## config.mk

```make
export PLATFORM = sky130hd
export DESIGN_NAME = operand_loader
export DESIGN_NICKNAME = d
export VERILOG_FILES = /design/src/rtl/fpu_pkg.sv /design/src/rtl/half_unpack.sv /design/src/rtl/operand_loader.sv
export SDC_FILE = /design/constraint.sdc
export NUM_CORES = 1
export LEC_CHECK = 0
export ABC_AREA = 1
export BUFFER_PORTS_ARGS = -buffer_cell sky130_fd_sc_hd__buf_2
export CAP_MARGIN = 25
export CELL_PAD_IN_SITES_DETAIL_PLACEMENT = 0
export CELL_PAD_IN_SITES_GLOBAL_PLACEMENT = 1
export CORE_MARGIN = 10
export CORE_UTILIZATION = 30
export CTS_BUF_LIST = sky130_fd_sc_hd__clkbuf_8
export DETAILED_ROUTE_END_ITERATION = 8
export PLACE_DENSITY = 0.73
export SLEW_MARGIN = 15
export SYNTH_ARGS = -nofsm -noshare
export SYNTH_HDL_FRONTEND = slang
export SYNTH_SLANG_ARGS = --single-unit
```

## constraint.sdc

```tcl
create_clock -name clk -period 2.95 [get_ports clk]
set_input_delay 0.4425 -clock clk [delete_from_list [all_inputs] [get_ports clk]]
set_output_delay 0.4425 -clock clk [all_outputs]
set_load 0.005 [all_outputs]
```

## src/rtl/fpu_pkg.sv

```systemverilog
// Shared FPU front-end definitions: loader state encoding, opcode
// constants and the half-precision / unpacked operand field widths.
package fpu_pkg;

    localparam int EXP_W  = 5;
    localparam int FRAC_W = 10;
    localparam int UNPK_W = 18;

    localparam logic [EXP_W-1:0] EXP_MAX = 5'd31;

    localparam logic [1:0] OP_ADD = 2'b00;
    localparam logic [1:0] OP_SUB = 2'b01;
    localparam logic [1:0] OP_MUL = 2'b10;
    localparam logic [1:0] OP_DIV = 2'b11;

    typedef enum logic [2:0] {
        LOAD_A    = 3'd0,
        LOAD_B    = 3'd1,
        LOAD_OP   = 3'd2,
        LAUNCH    = 3'd3,
        WAIT_DONE = 3'd4
    } state_t;

endpackage

```

## src/rtl/half_unpack.sv

```systemverilog
// Half-precision word unpacker: {sign, exp, 1'b0, hidden, frac}.
// Ports: word_i (16b IEEE half), unpk_o (18b unpacked operand).
// Macro OPERAND_LOADER_FTZ_EN: flush subnormal inputs to signed zero.
module half_unpack
    import fpu_pkg::*;
(
    input  logic [15:0]       word_i,
    output logic [UNPK_W-1:0] unpk_o
);

    logic              sign;
    logic [EXP_W-1:0]  exp_f;
    logic [FRAC_W-1:0] frac;
    logic              hidden;

    assign sign   = word_i[15];
    assign exp_f  = word_i[14:10];
    assign frac   = word_i[9:0];
    assign hidden = (exp_f != '0);

`ifdef OPERAND_LOADER_FTZ_EN
    // exp==0 with frac!=0 is subnormal; flush keeps the sign only
    assign unpk_o = (!hidden && frac != '0) ? {sign, 17'b0}
                                            : {sign, exp_f, 1'b0, hidden, frac};
`else
    assign unpk_o = {sign, exp_f, 1'b0, hidden, frac};
`endif

endmodule

```

## src/rtl/operand_loader.sv

```systemverilog
// Loads operand A, operand B and an opcode from a valid/ready stream,
// then fires 4 start pulses (each followed by PULSE_GAP idle cycles)
// and waits for done before accepting the next transaction.
// Ports: clk, rst (async high), in_valid/in_data/in_ready (stream in),
//        done (FPU ready/error), A/B (18b unpacked), O (opcode),
//        start (step pulse), busy, nan_flag (A or B exp==31).
// Macro OPERAND_LOADER_FTZ_EN: flush subnormals (see half_unpack).
module operand_loader
    import fpu_pkg::*;
#(
    parameter int PULSE_GAP = 1
) (
    input  logic              clk,
    input  logic              rst,
    input  logic              in_valid,
    input  logic [15:0]       in_data,
    output logic              in_ready,
    input  logic              done,
    output logic [UNPK_W-1:0] A,
    output logic [UNPK_W-1:0] B,
    output logic [1:0]        O,
    output logic              start,
    output logic              busy,
    output logic              nan_flag
);

    localparam logic [2:0] GAP = 3'(PULSE_GAP);

    state_t            state_q, state_d;
    logic [UNPK_W-1:0] a_q, a_d;
    logic [UNPK_W-1:0] b_q, b_d;
    logic [1:0]        o_q, o_d;
    logic              nan_q, nan_d;
    logic [1:0]        pulse_q, pulse_d;
    logic [2:0]        phase_q, phase_d;
    logic [UNPK_W-1:0] unpk;

    half_unpack u_unpack (
        .word_i (in_data),
        .unpk_o (unpk)
    );

    always_ff @(posedge clk or posedge rst) begin
        if (rst) begin
            state_q <= LOAD_A;
            a_q     <= '0;
            b_q     <= '0;
            o_q     <= '0;
            nan_q   <= 1'b0;
            pulse_q <= '0;
            phase_q <= '0;
        end else begin
            state_q <= state_d;
            a_q     <= a_d;
            b_q     <= b_d;
            o_q     <= o_d;
            nan_q   <= nan_d;
            pulse_q <= pulse_d;
            phase_q <= phase_d;
        end
    end

    always_comb begin
        state_d  = state_q;
        a_d      = a_q;
        b_d      = b_q;
        o_d      = o_q;
        nan_d    = nan_q;
        pulse_d  = pulse_q;
        phase_d  = phase_q;
        in_ready = 1'b0;
        start    = 1'b0;
        unique case (state_q)
            LOAD_A: begin
                in_ready = 1'b1;
                if (in_valid) begin
                    a_d     = unpk;
                    nan_d   = 1'b0;
                    state_d = LOAD_B;
                end
            end
            LOAD_B: begin
                in_ready = 1'b1;
                if (in_valid) begin
                    b_d     = unpk;
                    // A exponent sits at unpacked bits [16:12]
                    nan_d   = (a_q[UNPK_W-2 -: EXP_W] == EXP_MAX) ||
                              (in_data[14:10] == EXP_MAX);
                    state_d = LOAD_OP;
                end
            end
            LOAD_OP: begin
                in_ready = 1'b1;
                if (in_valid) begin
                    o_d     = in_data[1:0];
                    state_d = LAUNCH;
                end
            end
            LAUNCH: begin
                // phase 0 is the pulse, phases 1..GAP are idle
                start = (phase_q == '0);
                if (phase_q == GAP) begin
                    phase_d = '0;
                    if (pulse_q == 2'd3) begin
                        pulse_d = '0;
                        state_d = WAIT_DONE;
                    end else begin
                        pulse_d = pulse_q + 2'd1;
                    end
                end else begin
                    phase_d = phase_q + 3'd1;
                end
            end
            WAIT_DONE: begin
                if (done) state_d = LOAD_A;
            end
            default: state_d = LOAD_A;
        endcase
    end

    assign A        = a_q;
    assign B        = b_q;
    assign O        = o_q;
    assign nan_flag = nan_q;
    assign busy     = (state_q != LOAD_A);

endmodule

```

# [Word-level counts from Yosys, hierarchy flattened]
# Index checks and enable logic that the tools add are counted.
[word_totals] input_bits=20 ff_bits=45 output_inout_bits=42
[classes] n_reduce_logical=13 addsub=2 mux=14 n_eq_ne=14
[op_table] cell="2-to-1 mux 3 bit" n=7
[op_table] cell="one-hot mux 3 bit (5 select lines)" n=1
[op_table] cell="inequality test 2 bit, second input constant" n=6
[op_table] cell="== test 5 bit, second input constant" n=2
[op_table] cell="AND reduction 2 bit" n=4
[op_table] cell="== test 3 x 1 -> 1 bit, second input constant" n=2
[op_table] cell="== test 3 x 2 -> 1 bit, second input constant" n=2
[op_table] cell="zero test 3 bit" n=2
[op_table] cell="AND reduction 6 bit" n=1
[op_table] cell="nonzero test 5 bit" n=1
[op_table] cell="2-to-1 mux 1 bit" n=4
[op_table] cell="adder 3 x 1 -> 3 bit, second input constant" n=1
[op_table] cell="== test 3 bit, second input constant" n=1
[op_table] cell="AND reduction 3 bit" n=1
[op_table] cell="nonzero test 3 bit" n=1
[op_table] cell="OR reduction 3 bit" n=1
[op_table] cell="adder 2 x 1 -> 2 bit, second input constant" n=1
[op_table] cell="== test 2 bit, second input constant" n=1
[op_table] cell="2-to-1 mux 2 bit" n=1
[op_table] cell="one-hot mux 1 bit (2 select lines)" n=1
[op_table] cell="nonzero test 2 bit" n=1
[op_table] cell="logical OR 1 bit" n=1

# [Depth between registers and ports, before layout]
# Gate-level depths: netlist (run 1).
[depth] depth_word=4 mapped_depth=8 mapped_depth_nobuf=8

# [Modules after synthesis]
# Synthesis (run 1) repeated with hierarchy kept, for this count alone.
[hier_totals] cells_unflattened=236 area_unflattened_um2=2182.1
[modules_own_cells] mod="operand_loader" seq_area_each_um2=1176.1 instances=1 area_per_inst_um2=2026.9 cells_per_inst=213
[modules_own_cells] mod="half_unpack" seq_area_each_um2=0.0 instances=1 area_per_inst_um2=155.1 cells_per_inst=23

# [Worst setup path after synthesis (run 1)]
# OpenSTA, ideal clock, no wires.
[synth_timing] path_type="reg-to-output" from="register state_q[2]" to="output start" stages_incl_launch_ff=4 t_arrival_ns=0.845 t_required_ns=2.508 path_slack_ns=1.663 path_buffers=0 path_cell_list="dfrtp_1 > inv_1 > nand3_1 > nor3_1"
[synth_via] elab_chain_len=2
[synth_lines] item="start, declared" line_no="operand_loader.sv:29" source="state_t state_q, state_d;"
[synth_lines] item="start signal, assigned" line_no="operand_loader.sv:53" source="state_q <= state_d;"
[synth_lines] item="== test 3 x 2 -> 1 bit" line_no="operand_loader.sv:73" source="unique case (state_q)"
[synth_lines] item="2-to-1 mux 1 bit" line_no="operand_loader.sv:73"
[synth_lines] item="end, declared" line_no="operand_loader.sv:22" source="output logic start,"
# Every way passes these cells.

# [Worst setup path in the final report (run 1)]
# Same ends and word-level chain as after synthesis.

==> results of run 1 <==
## cells by family after synthesis
family | Yosys count | share of synthesized area [%]
other | 1 | 0.185
AOI/OAI and AO/OA | 29 | 12.0
and+or+nand+nor | 106 | 22.3
muxes | 1 | 0.494
buffers and inverters | 33 | 8.83
DFF | 45 | 55.6
adders and majority gates | 1 | 0.617
## area by class of cell
class,instances,share of cell area [%]
flip-flops and latches,45,46.1
multi-input cells,139,29.7
repair buffers,60,12.9
well taps,77,3.94
inverters,25,3.84
clock buffers,5,2.82
clock inverters,3,0.717
## how the worst max path moves through the flow
stage / start / end / slack, ns / cells after the start
global placement: in_valid / A[9] / 1.38 / 6
finish: state_q[2] / start / 1.16 / 4
global route: state_q[2] / start / 1.05 / 4
CTS: state_q[2] / start / 1.14 / 4
detailed placement: in_valid / A[1] / 1.37 / 6
floorplan: rst / A[0] / 1.45 / 1
## routing by layer
layer | up-vias | share of wire, % | track usage, %
met1 | 698 | 43 | 10.9
li1 | 790 | - | -
met2 | 47 | 46 | 14.8
met5 | - | 0 | 0
met3 | 5 | 9.8 | 4.45
met4 | 0 | 1.1 | 2.93
## power by group
part	total (mW)	internal (mW)	switching, mW
logic	1.00	0.422	0.578
clock network	0.375	0.164	0.212
registers	1.06	0.891	0.166
## sequential cells by signal, indices dropped and copies added, names as in the netlist
| register | flops |
|---|---|
| A | 17 |
| B | 17 |
| phase_q | 3 |
| state_q | 3 |
| O | 2 |
| pulse_q | 2 |
| nan_flag | 1 |
## critical path: stages, from the launching register on
cell and delay [ns]:
dfrtp_1 0.42, inv_1 0.14, nand3_1 0.18, nor3_1 0.16, buf_2 0.15
## Yosys cell counts, drive strengths merged
cell type  instances
a21oi              1
buf                7
nand2             79
nand3             11
mux2i              1
o21ai             28
conb               1
ha                 1
inv               25
nand3b             1
dfrtp             45
nor3               4
nor2              11
clkbuf             1
## cell usage in the layout (no fill, tap or decap), types with 2 or more instances in the layout
cell,synthesis,layout
conb_1,1,2
nor2_1,7,7
nor2_4,3,3
inv_2,3,4
inv_1,22,21
buf_2,0,59
clkbuf_8,1,5
dfrtp_1,45,45
nand2_1,78,78
nand3_1,10,10
clkinv_2,0,2
nor3_1,4,4
o21ai_0,2,2
o21ai_2,26,26
## stage by stage
step | area (um2) | total power, mW | hold WS, ns
2_1_floorplan | 2030 | 1.74 | 0.453
3_3_place_gp | 2340 | 2.08 | 0.457
3_5_place_dp | 2340 | 2.11 | 0.458
4_1_cts | 2420 | 2.50 | 0.361
5_1_grt | 2440 | 2.69 | 0.140
6_report | 2440 | 2.43 | 0.122
==> results.md, run 1 <==
| Item | Value | Unit |
|:---|:---|:---|
| Result of the run | finished clean | - |
| Crit path setup slack, layout | 1.16 | ns |
| Setup slack at placement | 1.37 | ns |
| Fmax | 559 | MHz |
| TritonCTS clock tree | built | - |
| Post-CTS Setup Inserts | 0 | - |
| Ratio of routed vias to standard cells | 4.35 | - |
| Latest clock arrival within the worst-skew pair | 0.30 | ns |
| Path category of the worst min-delay check | in -> async | - |
| Clock edge transition at the registers on the reported setup and hold paths | 0.09 | ns |
| Depth of the most critical reg-to-reg path | 6 | - |
| Placeable core area | 6460 | um2 |
| Yosys Warn Count | 0 | - |
| IO buf count | 59 | - |
| Number of hold buffers added after cts | 0 | - |
| Worst ir drop on vdd | 0.000358 | V |
| Unrepaired setup endpoints after global routing | false | - |
| Post-synth cell types | 21 | - |
| Global-route wire length before repair | 7690 | um |
| Number of antenna violations at the first check in global routing | 0 | - |
| Initial Util | 31.4 | % |
| Cts repair resizes | 0 | - |
| Wire per inst | 13.1 | um |
| Global-route congestion overflow total | 0 | - |
| Crit Path Class | reg -> out | - |
| Layout Utilization | 37.8 | % |
| Post-synthesis sequential area ratio | 55.6 | % |
| Layout cells sized above 1 | 37.5 | % |
| Endpoint required time on the critical path | 2.51 | ns |
| Maximum buffer depth of the clock tree | 2 | - |
| Max-Cap Viols | 0 | - |
| Maximum clock skew at final layout | 0.00962 | ns |
| H-tree levels | 2 | - |
| Count of nets after finishing | 297 | - |
| Maximum number of pins on one net before global-route repair | 46 | - |
| Arrival time of data at the critical path endpoint | 1.35 | ns |
| Detailed-router iteration count before antenna repair | 4 | - |
| Final setup fails | 0 | - |
| Hpwl dp | 3540 | um |
| Avg Inst Size Synth | 9.38 | um2 |
| Number of standard cells in the layout, taps in and fillers out | 354 | - |
| Drt initial violations | 41 | - |
| Number of flip-flops and latches in the synthesized netlist | 45 | - |
| Area occupied by multi-input gates | 726 | um2 |
| Sequential cell area | 1130 | um2 |
| Antenna viol nets, final | 0 | - |
| Cell at the root of the clock tree | clkbuf_8 | - |
| Total via count after detailed routing | 1540 | - |
| Clock Sinks | 45 | - |
| Total global-route track usage | 9.34 | % |
| Headroom to the max-slew limit | 56.9 | % |
| Crit-path max FO | 4 | - |
| Clock period minus final worst setup slack | 1.79 | ns |
| Reg-to-reg startpoint | state_q[0] | - |
| Layout overhead on the synthesized area | 20.6 | % |
| Core Rows | 29 | - |
| Total negative slack | 0 | ns |
| Total inserted antenna cells | 0 | - |
| Total power per unit cell area | 995 | nW/um2 |
| Critical Path Start Type | flop | - |
| Vias in the first global route | 1607 | - |
| Worst Tran Pin Value | 0.645 | ns |
| Synthesized cell area | 2030 | um2 |
| Final period util | 60.7 | % |
| Leakage dissipation | 1.35 | nW |
| Syn Inst Count | 216 | - |
| Capturing element type of the critical path | primary output | - |
| Number of instances in the placed design | 345 | - |
| Final Hold Fails | 0 | - |
| Count of fill cells added during filler insertion | 692 | - |
| Final Routed Wirelength | 4650 | um |
| GPL Wtd Cong | 0.781 | - |
| Top cell type by total area after synthesis | dfrtp_1 | - |
| # DRC | 0 | - |
| Overall die area | 10400 | um2 |
| Terminus of the critical flop-to-flop path | A[9] | - |
| Leading post-synthesis cells by cell area | dfrtp_1, nand2_1, o21ai_2 | - |
| Die Y-Extent | 102 | um |
| Number of top-level design ports | 62 | - |
| Number of max-slew violations in the final report | 0 | - |
| Clock buffers created by TritonCTS | 5 | - |
| Top-area cell type share of the netlist area | 55.6 | % |
| Register-to-Register Setup Slack | 1.40 | ns |
| Die extent in x | 102 | um |
No activity file was read; power rests on OpenSTA's default activity.
==> run 2, diff against run 1 <==
--- a/config.mk
+++ b/config.mk
@@ -14,7 +14,7 @@
 export CORE_UTILIZATION = 30
 export CTS_BUF_LIST = sky130_fd_sc_hd__clkbuf_8
 export DETAILED_ROUTE_END_ITERATION = 8
-export PLACE_DENSITY = 0.73
+export PLACE_DENSITY = 0.76
 export SLEW_MARGIN = 15
 export SYNTH_ARGS = -nofsm -noshare
 export SYNTH_HDL_FRONTEND = slang
==> constraint.sdc (replaced) <==
create_clock -name clk -period 1.5 [get_ports clk]
set_input_delay 0.225 -clock clk [delete_from_list [all_inputs] [get_ports clk]]
set_output_delay 0.225 -clock clk [all_outputs]
set_load 0.005 [all_outputs]
==> run 2 against run 1 <==
Worst setup slack worse by 1.1 ns. Sequential share of layout area decreased by 0.95 points. Core utilization rose by 0.79 points. Critical endpoint unchanged.
==> results.md, run 2 (same netlist as run 1, synthesis figures left out) <==
| Item | Value | Unit | vs previous |
|:---|:---|:---|:---|
| Core Rows | 29 | - | unchanged |
| Crit-path max FO | 4 | - | unchanged |
| Global-route congestion overflow total | 0 | - | unchanged |
| Final period util | 97.3 | % |  |
| Number of antenna violations at the first check in global routing | 0 | - | unchanged |
| Final setup fails | 0 | - | unchanged |
| Layout cells sized above 1 | 38.4 | % | was 37.5% |
| Met3 wire len | 409 | um | was 455 um |
| Endpoint required time on the critical path | 1.27 | ns | was 2.51 ns |
| Fmax | 685 | MHz |  |
| Wire per inst | 12.9 | um | was 13.1 um |
| Final Hold Fails | 0 | - | unchanged |
| Met2 WL | 2140 | um | was 2150 um |
| Path category of the worst min-delay check | in -> reg | - | was in -> async |
| Layout overhead on the synthesized area | 23.1 | % | was 20.6% |
| Crit Path Class | reg -> out | - | unchanged |
| Number of standard cells in the layout, taps in and fillers out | 358 | - | was 354 |
| Vias in the first global route | 1570 | - | was 1607 |
| Min-Delay Path Depth | 3 | - |  |
| Detailed-router iteration count before antenna repair | 4 | - | unchanged |
| Total via count after detailed routing | 1581 | - | was 1540 |
| Setup slack at placement | 0.0296 | ns | was 1.37 ns |
| Result of the run | finished clean | - | unchanged |
| Placeable core area | 6460 | um2 | unchanged |
| Max-Cap Viols | 0 | - | unchanged |
| # DRC | 0 | - | unchanged |
| Maximum buffer depth of the clock tree | 2 | - | unchanged |
| Critical Path Start Type | flop | - | unchanged |
| Highest routing layer actually used | met4 | - | unchanged |
| Capturing element type of the critical path | primary output | - | unchanged |
| Clock buffers created by TritonCTS | 5 | - | unchanged |
| Power consumption | 4.85 | mW | was 2.43 mW |
| Clock edge transition at the registers on the reported setup and hold paths | 0.08 | ns | was 0.09 ns |
| Total negative slack | 0 | ns | unchanged |
| GPL Wtd Cong | 0.847 | - | was 0.781 |
| Total inserted antenna cells | 0 | - | unchanged |
| Count of nets after finishing | 301 | - | was 297 |
| Latest clock arrival within the worst-skew pair | 0.29 | ns | was 0.30 ns |
| Clock Sinks | 45 | - | unchanged |
| Total power per unit cell area | 1940 | nW/um2 | was 995 nW/um2 |
| Die extent in x | 102 | um | unchanged |
| Clock period minus final worst setup slack | 1.46 | ns |  |
| Ratio of routed vias to standard cells | 4.42 | - | was 4.35 |
| Maximum clock skew at final layout | 0.00273 | ns | was 0.00962 ns |
| Final Routed Wirelength | 4630 | um | was 4650 um |
| H-tree levels | 2 | - | unchanged |
| Global-route wire length before repair | 7540 | um | was 7690 um |
| Leakage dissipation | 1.38 | nW | was 1.35 nW |
| Unrepaired setup endpoints after global routing | true | - | was false |
| Worst ir drop on vdd | 0.000768 | V | was 0.000358 V |
| Cell at the root of the clock tree | clkbuf_8 | - | unchanged |
| IO buf count | 59 | - | unchanged |
| Crit path setup slack, layout | 0.0410 | ns | was 1.16 ns |
| Maximum number of pins on one net before global-route repair | 46 | - | unchanged |
| Number of max-slew violations in the final report | 0 | - | unchanged |
| Arrival time of data at the critical path endpoint | 1.23 | ns | was 1.35 ns |
| Initial Util | 31.4 | % | unchanged |
| Wire length the detailed router placed on met1 | 2040 | um | was 1990 um |
| TritonCTS clock tree | built | - | unchanged |
| Antenna viol nets, final | 0 | - | unchanged |
| Depth of the most critical reg-to-reg path | 6 | - | unchanged |
| Leading cell types in the layout, fill and taps excluded | nand2_1, buf_2, dfrtp_1 | - | unchanged |
| Total global-route track usage | 8.98 | % | was 9.34% |
| Number of top-level design ports | 62 | - | unchanged |
| Hpwl dp | 3510 | um | was 3540 um |
| Overall die area | 10400 | um2 | unchanged |
| Number of instances in the placed design | 349 | - | was 345 |
| Drt initial violations | 43 | - | was 41 |
| Die Y-Extent | 102 | um | unchanged |
| Most frequent standard cell in the layout excluding fill and tap cells | nand2_1 | - | unchanged |
## run 2: report_power, final
group          internal, mW  switching, mW  total, mW
Sequential             1.75          0.326       2.08
Combinational         0.888           1.19       2.07
Clock                 0.311          0.385      0.696
## run 2: worst max-delay path, stage by stage, from the launching register on
cell     delay [ns]
dfrtp_1        0.42
nor2_2         0.16
inv_1          0.07
nor3_2         0.15
buf_2          0.14
## run 2: area by class of cell
type | count | area [um2]
clock buffer | 5 | 68.8
clock inverter | 3 | 11.3
sequential | 45 | 1130
multi-input combinational | 139 | 746
inverter | 25 | 98.8
tap | 77 | 96.3
fill | 693 | 3960
timing repair buffer | 64 | 348
## run 2: final timing paths
kind	slack (ns)	to	start
worst max register to register	0.16	A[8]	state_q[0]
worst max-delay path	0.04	start	phase_q[2]
max in group asynchronous	0.79	B[2]	rst
worst min-delay path	0.15	B[17]	in_data[15]
worst min register to register	0.48	B[17]	B[17]
min in group asynchronous	0.51	pulse_q[0]	rst
## run 2: metal layers
layer,up-vias,track usage (%)
li1,795,-
met1,738,11.0
met2,43,14.1
met3,5,4.05
met4,0,2.28
met5,-,0
## run 2: timing repair
action                                 4_1_cts  5_1_grt
resized for setup                            3        5
buffers inserted                             0        0
setup endpoints to repair                    1       14
pin swaps                                    0        0
hold buffers                                 1        0
endpoints found under the hold margin       45        0
cloned                                       0        0
## run 2: through the flow
step	area, um2	util, %	hold slack (ns)
final	2490	38.6	0.150
after global routing	2490	38.6	0.146
after CTS	2480	38.4	0.145
after detailed placement	2380	36.8	0.286
after global placement	2380	36.8	0.286
after floorplan	2030	-	0.342
==> run 3, diff against run 2 <==
--- a/config.mk
+++ b/config.mk
@@ -14,6 +14,7 @@
 export CORE_UTILIZATION = 30
 export CTS_BUF_LIST = sky130_fd_sc_hd__clkbuf_8
 export DETAILED_ROUTE_END_ITERATION = 8
+export GPL_TIMING_DRIVEN = 0
 export PLACE_DENSITY = 0.76
 export SLEW_MARGIN = 15
 export SYNTH_ARGS = -nofsm -noshare
==> run 3 against run 2 <==
Clock power rose by 35%. Register-to-register slack got worse by 0.06 ns. Die area stayed put. Wire length grew 8.4%. Final area grew 6.4%. Sequential cell count unchanged. Hold slack worse by 0.0073 ns. Sequential share of layout area shrank 2.6 points. Via count grew 0.13%. Global-route usage rose by 1.1 points. Clock-buffer cell count is 1 higher. Critical path depth unchanged. Largest power group is now combinational cells.
==> results.md, run 3 (same netlist as run 1, synthesis figures left out) <==
| Item | Value | Unit | vs previous |
|:---|:---|:---|:---|
| Result of the run | finished clean | - | unchanged |
| Clock buffers created by TritonCTS | 5 | - | unchanged |
| TritonCTS clock tree | built | - | unchanged |
| Sequential power share | 39.7 | % | was 42.9% |
| Fmax | 697 | MHz | was 685 MHz |
| Worst ir drop on vdd | 0.000769 | V | was 0.000768 V |
| Max-Cap Viols | 0 | - | unchanged |
| Maximum clock skew at final layout | 0.0128 | ns | was 0.00273 ns |
| Clock period minus final worst setup slack | 1.44 | ns | was 1.46 ns |
| Layout cells sized above 1 | 42.4 | % | was 38.4% |
| Overall die area | 10400 | um2 | unchanged |
| Vias in the first global route | 1696 | - | was 1570 |
| Final setup fails | 0 | - | unchanged |
| Core Rows | 29 | - | unchanged |
| Switching part of the total | 37.2 | % | was 39.1% |
| Count of nets after finishing | 310 | - | was 301 |
| Largest stage delay, worst path | 0.43 | ns | was 0.42 ns |
| Detailed-router iteration count before antenna repair | 4 | - | unchanged |
| Endpoint required time on the critical path | 1.27 | ns | about the same |
| Global-route congestion overflow total | 0 | - | unchanged |
| Initial Util | 31.4 | % | unchanged |
| Worst path bufs/invs | 2 | - | unchanged |
| Drt initial violations | 29 | - | was 43 |
| Internal cell power | 3.33 | mW | was 2.95 mW |
| Register-to-Register Setup Slack | 0.10 | ns | was 0.16 ns |
| # DRC | 0 | - | unchanged |
| Setup slack at placement | 0.135 | ns | was 0.0296 ns |
| Final Hold Fails | 0 | - | unchanged |
| Fraction of power consumed by combinational cells | 42.5 | % | was 42.8% |
| Critical Path Start Type | flop | - | unchanged |
| Leakage dissipation | 1.45 | nW | was 1.38 nW |
| Hpwl dp | 3820 | um | was 3510 um |
| Slowest stage cell, crit path | dfrtp_1 | - | unchanged |
| Clock network power share | 17.7 | % | was 14.4% |
| Number of standard cells in the layout, taps in and fillers out | 367 | - | was 358 |
| Leading cell types in the layout, fill and taps excluded | nand2_1, buf_2, dfrtp_1 | - | unchanged |
| Number of instances in the placed design | 354 | - | was 349 |
| Logic depth of the worst path, buffers included | 4 | - | unchanged |
| Crit-path max FO | 3 | - | was 4 |
| Cell at the root of the clock tree | clkbuf_8 | - | unchanged |
| GPL Wtd Cong | 0.748 | - | was 0.847 |
| Global-route wire length before repair | 8400 | um | was 7540 um |
| Depth of the most critical reg-to-reg path | 8 | - | was 6 |
| Wire per inst | 13.7 | um | was 12.9 um |
| Unrepaired setup endpoints after global routing | true | - | unchanged |
| Latest clock arrival within the worst-skew pair | 0.30 | ns | was 0.29 ns |
| IO buf count | 59 | - | unchanged |
| Most frequent standard cell in the layout excluding fill and tap cells | nand2_1 | - | unchanged |
| Min-Delay Path Depth | 3 | - | unchanged |
| Maximum buffer depth of the clock tree | 2 | - | unchanged |
| Number of top-level design ports | 62 | - | unchanged |
| Largest delay share family, worst path | flip-flops | - | unchanged |
| Count of fill cells added during filler insertion | 664 | - | was 693 |
| Antenna viol nets, final | 0 | - | unchanged |
| Power consumption | 5.31 | mW | was 4.85 mW |
| Capturing element type of the critical path | primary output | - | unchanged |
| List of cells traversed by the critical path | inv_2, nand3_4, nor3_2, buf_2 | - | was nor2_2, inv_1, nor3_2, buf_2 |
| Final period util | 95.7 | % | was 97.3% |
| Crit Path Class | reg -> out | - | unchanged |
| Total via count after detailed routing | 1583 | - | was 1581 |
| Total inserted antenna cells | 0 | - | unchanged |
| H-tree levels | 2 | - | unchanged |
| Number of antenna violations at the first check in global routing | 0 | - | unchanged |
| Ratio of routed vias to standard cells | 4.31 | - | was 4.42 |
| Maximum number of pins on one net before global-route repair | 28 | - | was 46 |
| Placeable core area | 6460 | um2 | unchanged |
| Clock edge transition at the registers on the reported setup and hold paths | 0.09 | ns | was 0.08 ns |
| Number of max-slew violations in the final report | 0 | - | unchanged |
| Net switching power | 1.98 | mW | was 1.90 mW |
| Layout overhead on the synthesized area | 30.9 | % | was 23.1% |
| Total power per unit cell area | 2000 | nW/um2 | was 1940 nW/um2 |
| Final Routed Wirelength | 5020 | um | was 4630 um |
| Path category of the worst min-delay check | in -> reg | - | unchanged |
| Total global-route track usage | 10.1 | % | was 8.98% |
| Clock Sinks | 45 | - | unchanged |
| Layout Utilization | 41.1 | % | was 38.6% |
| Die Y-Extent | 102 | um | unchanged |
| Arrival time of data at the critical path endpoint | 1.21 | ns | was 1.23 ns |
| Die extent in x | 102 | um | unchanged |
| Crit path setup slack, layout | 0.0649 | ns | was 0.0410 ns |
-- run 3: cell types whose count changed in the layout (fill, tap and decap cells not counted), sizes merged --
cell    change
inv         -2
bufinv      +1
buf         +8
clkbuf      +2
-- run 3: final cells by class --
| cell class | instances | area (um2) | share of cell area (%) |
|---|---|---|---|
| buffer | 8 | 97.6 | 3.68 |
| clock buffer | 6 | 82.6 | 3.11 |
| clock inverter | 2 | 33.8 | 1.27 |
| inverter | 25 | 96.3 | 3.63 |
| multi-input combinational | 139 | 758 | 28.6 |
| sequential | 45 | 1130 | 42.6 |
| tap | 77 | 96.3 | 3.63 |
| timing repair buffer | 65 | 359 | 13.5 |
-- run 3: what timing repair did --
item	CTS	global route
endpoints found under the setup margin	1	18
hold endpoints to repair	18	0
gates resized for setup	5	11
hold buffers	1	0
pin swaps	0	4
buffers inserted	2	2
cloned	0	0
-- run 3: path summary, 6_finish.rpt --
kind,from,endpoint
worst max-delay path,state_q[2],start
worst min-delay path,in_data[15],B[17]
worst max register to register,state_q[2],A[1]
worst min register to register,B[17],B[17]
max in group asynchronous,rst,phase_q[1]
min in group asynchronous,rst,B[3]
-- run 3: power by group through the flow --
stage                     clock [mW]  combinational, mW  sequential, mW
final                          0.943               2.26            2.11
after global routing            1.03               2.59            2.19
after CTS                      0.981               2.25            2.10
after detailed placement           0               2.20            2.11
after global placement             0               2.17            2.09
after floorplan                    0               1.29            2.13
-- run 3: stage by stage --
stage	hold slack, ns	area, um2	setup TNS (ns)
6_report	0.143	2650	0
5_1_grt	0.157	2650	-0.0719
4_1_cts	0.140	2590	0
3_5_place_dp	0.252	2440	0
3_3_place_gp	0.451	2420	-19.67
2_1_floorplan	0.342	2030	0
-- run 3: worst register-to-register path: cells and delay by family, from the launching register on --
kind                   cells  cell delay (ns)
AO/OA/AOI/OAI              1             0.05
buffers and inverters      3             0.36
flip-flops                 1             0.43
AND/OR/NAND/NOR            4             0.45
-- run 3: per-layer routing --
metal / GRT usage [%] / routed length [um] / vias up
met2: 16.6 / 2310 / 41
met3: 4.32 / 384 / 6
li1: - / - / 817
met4: 2.28 / 44 / 0
met1: 12.0 / 2280 / 719
met5: 0 / 0 / -
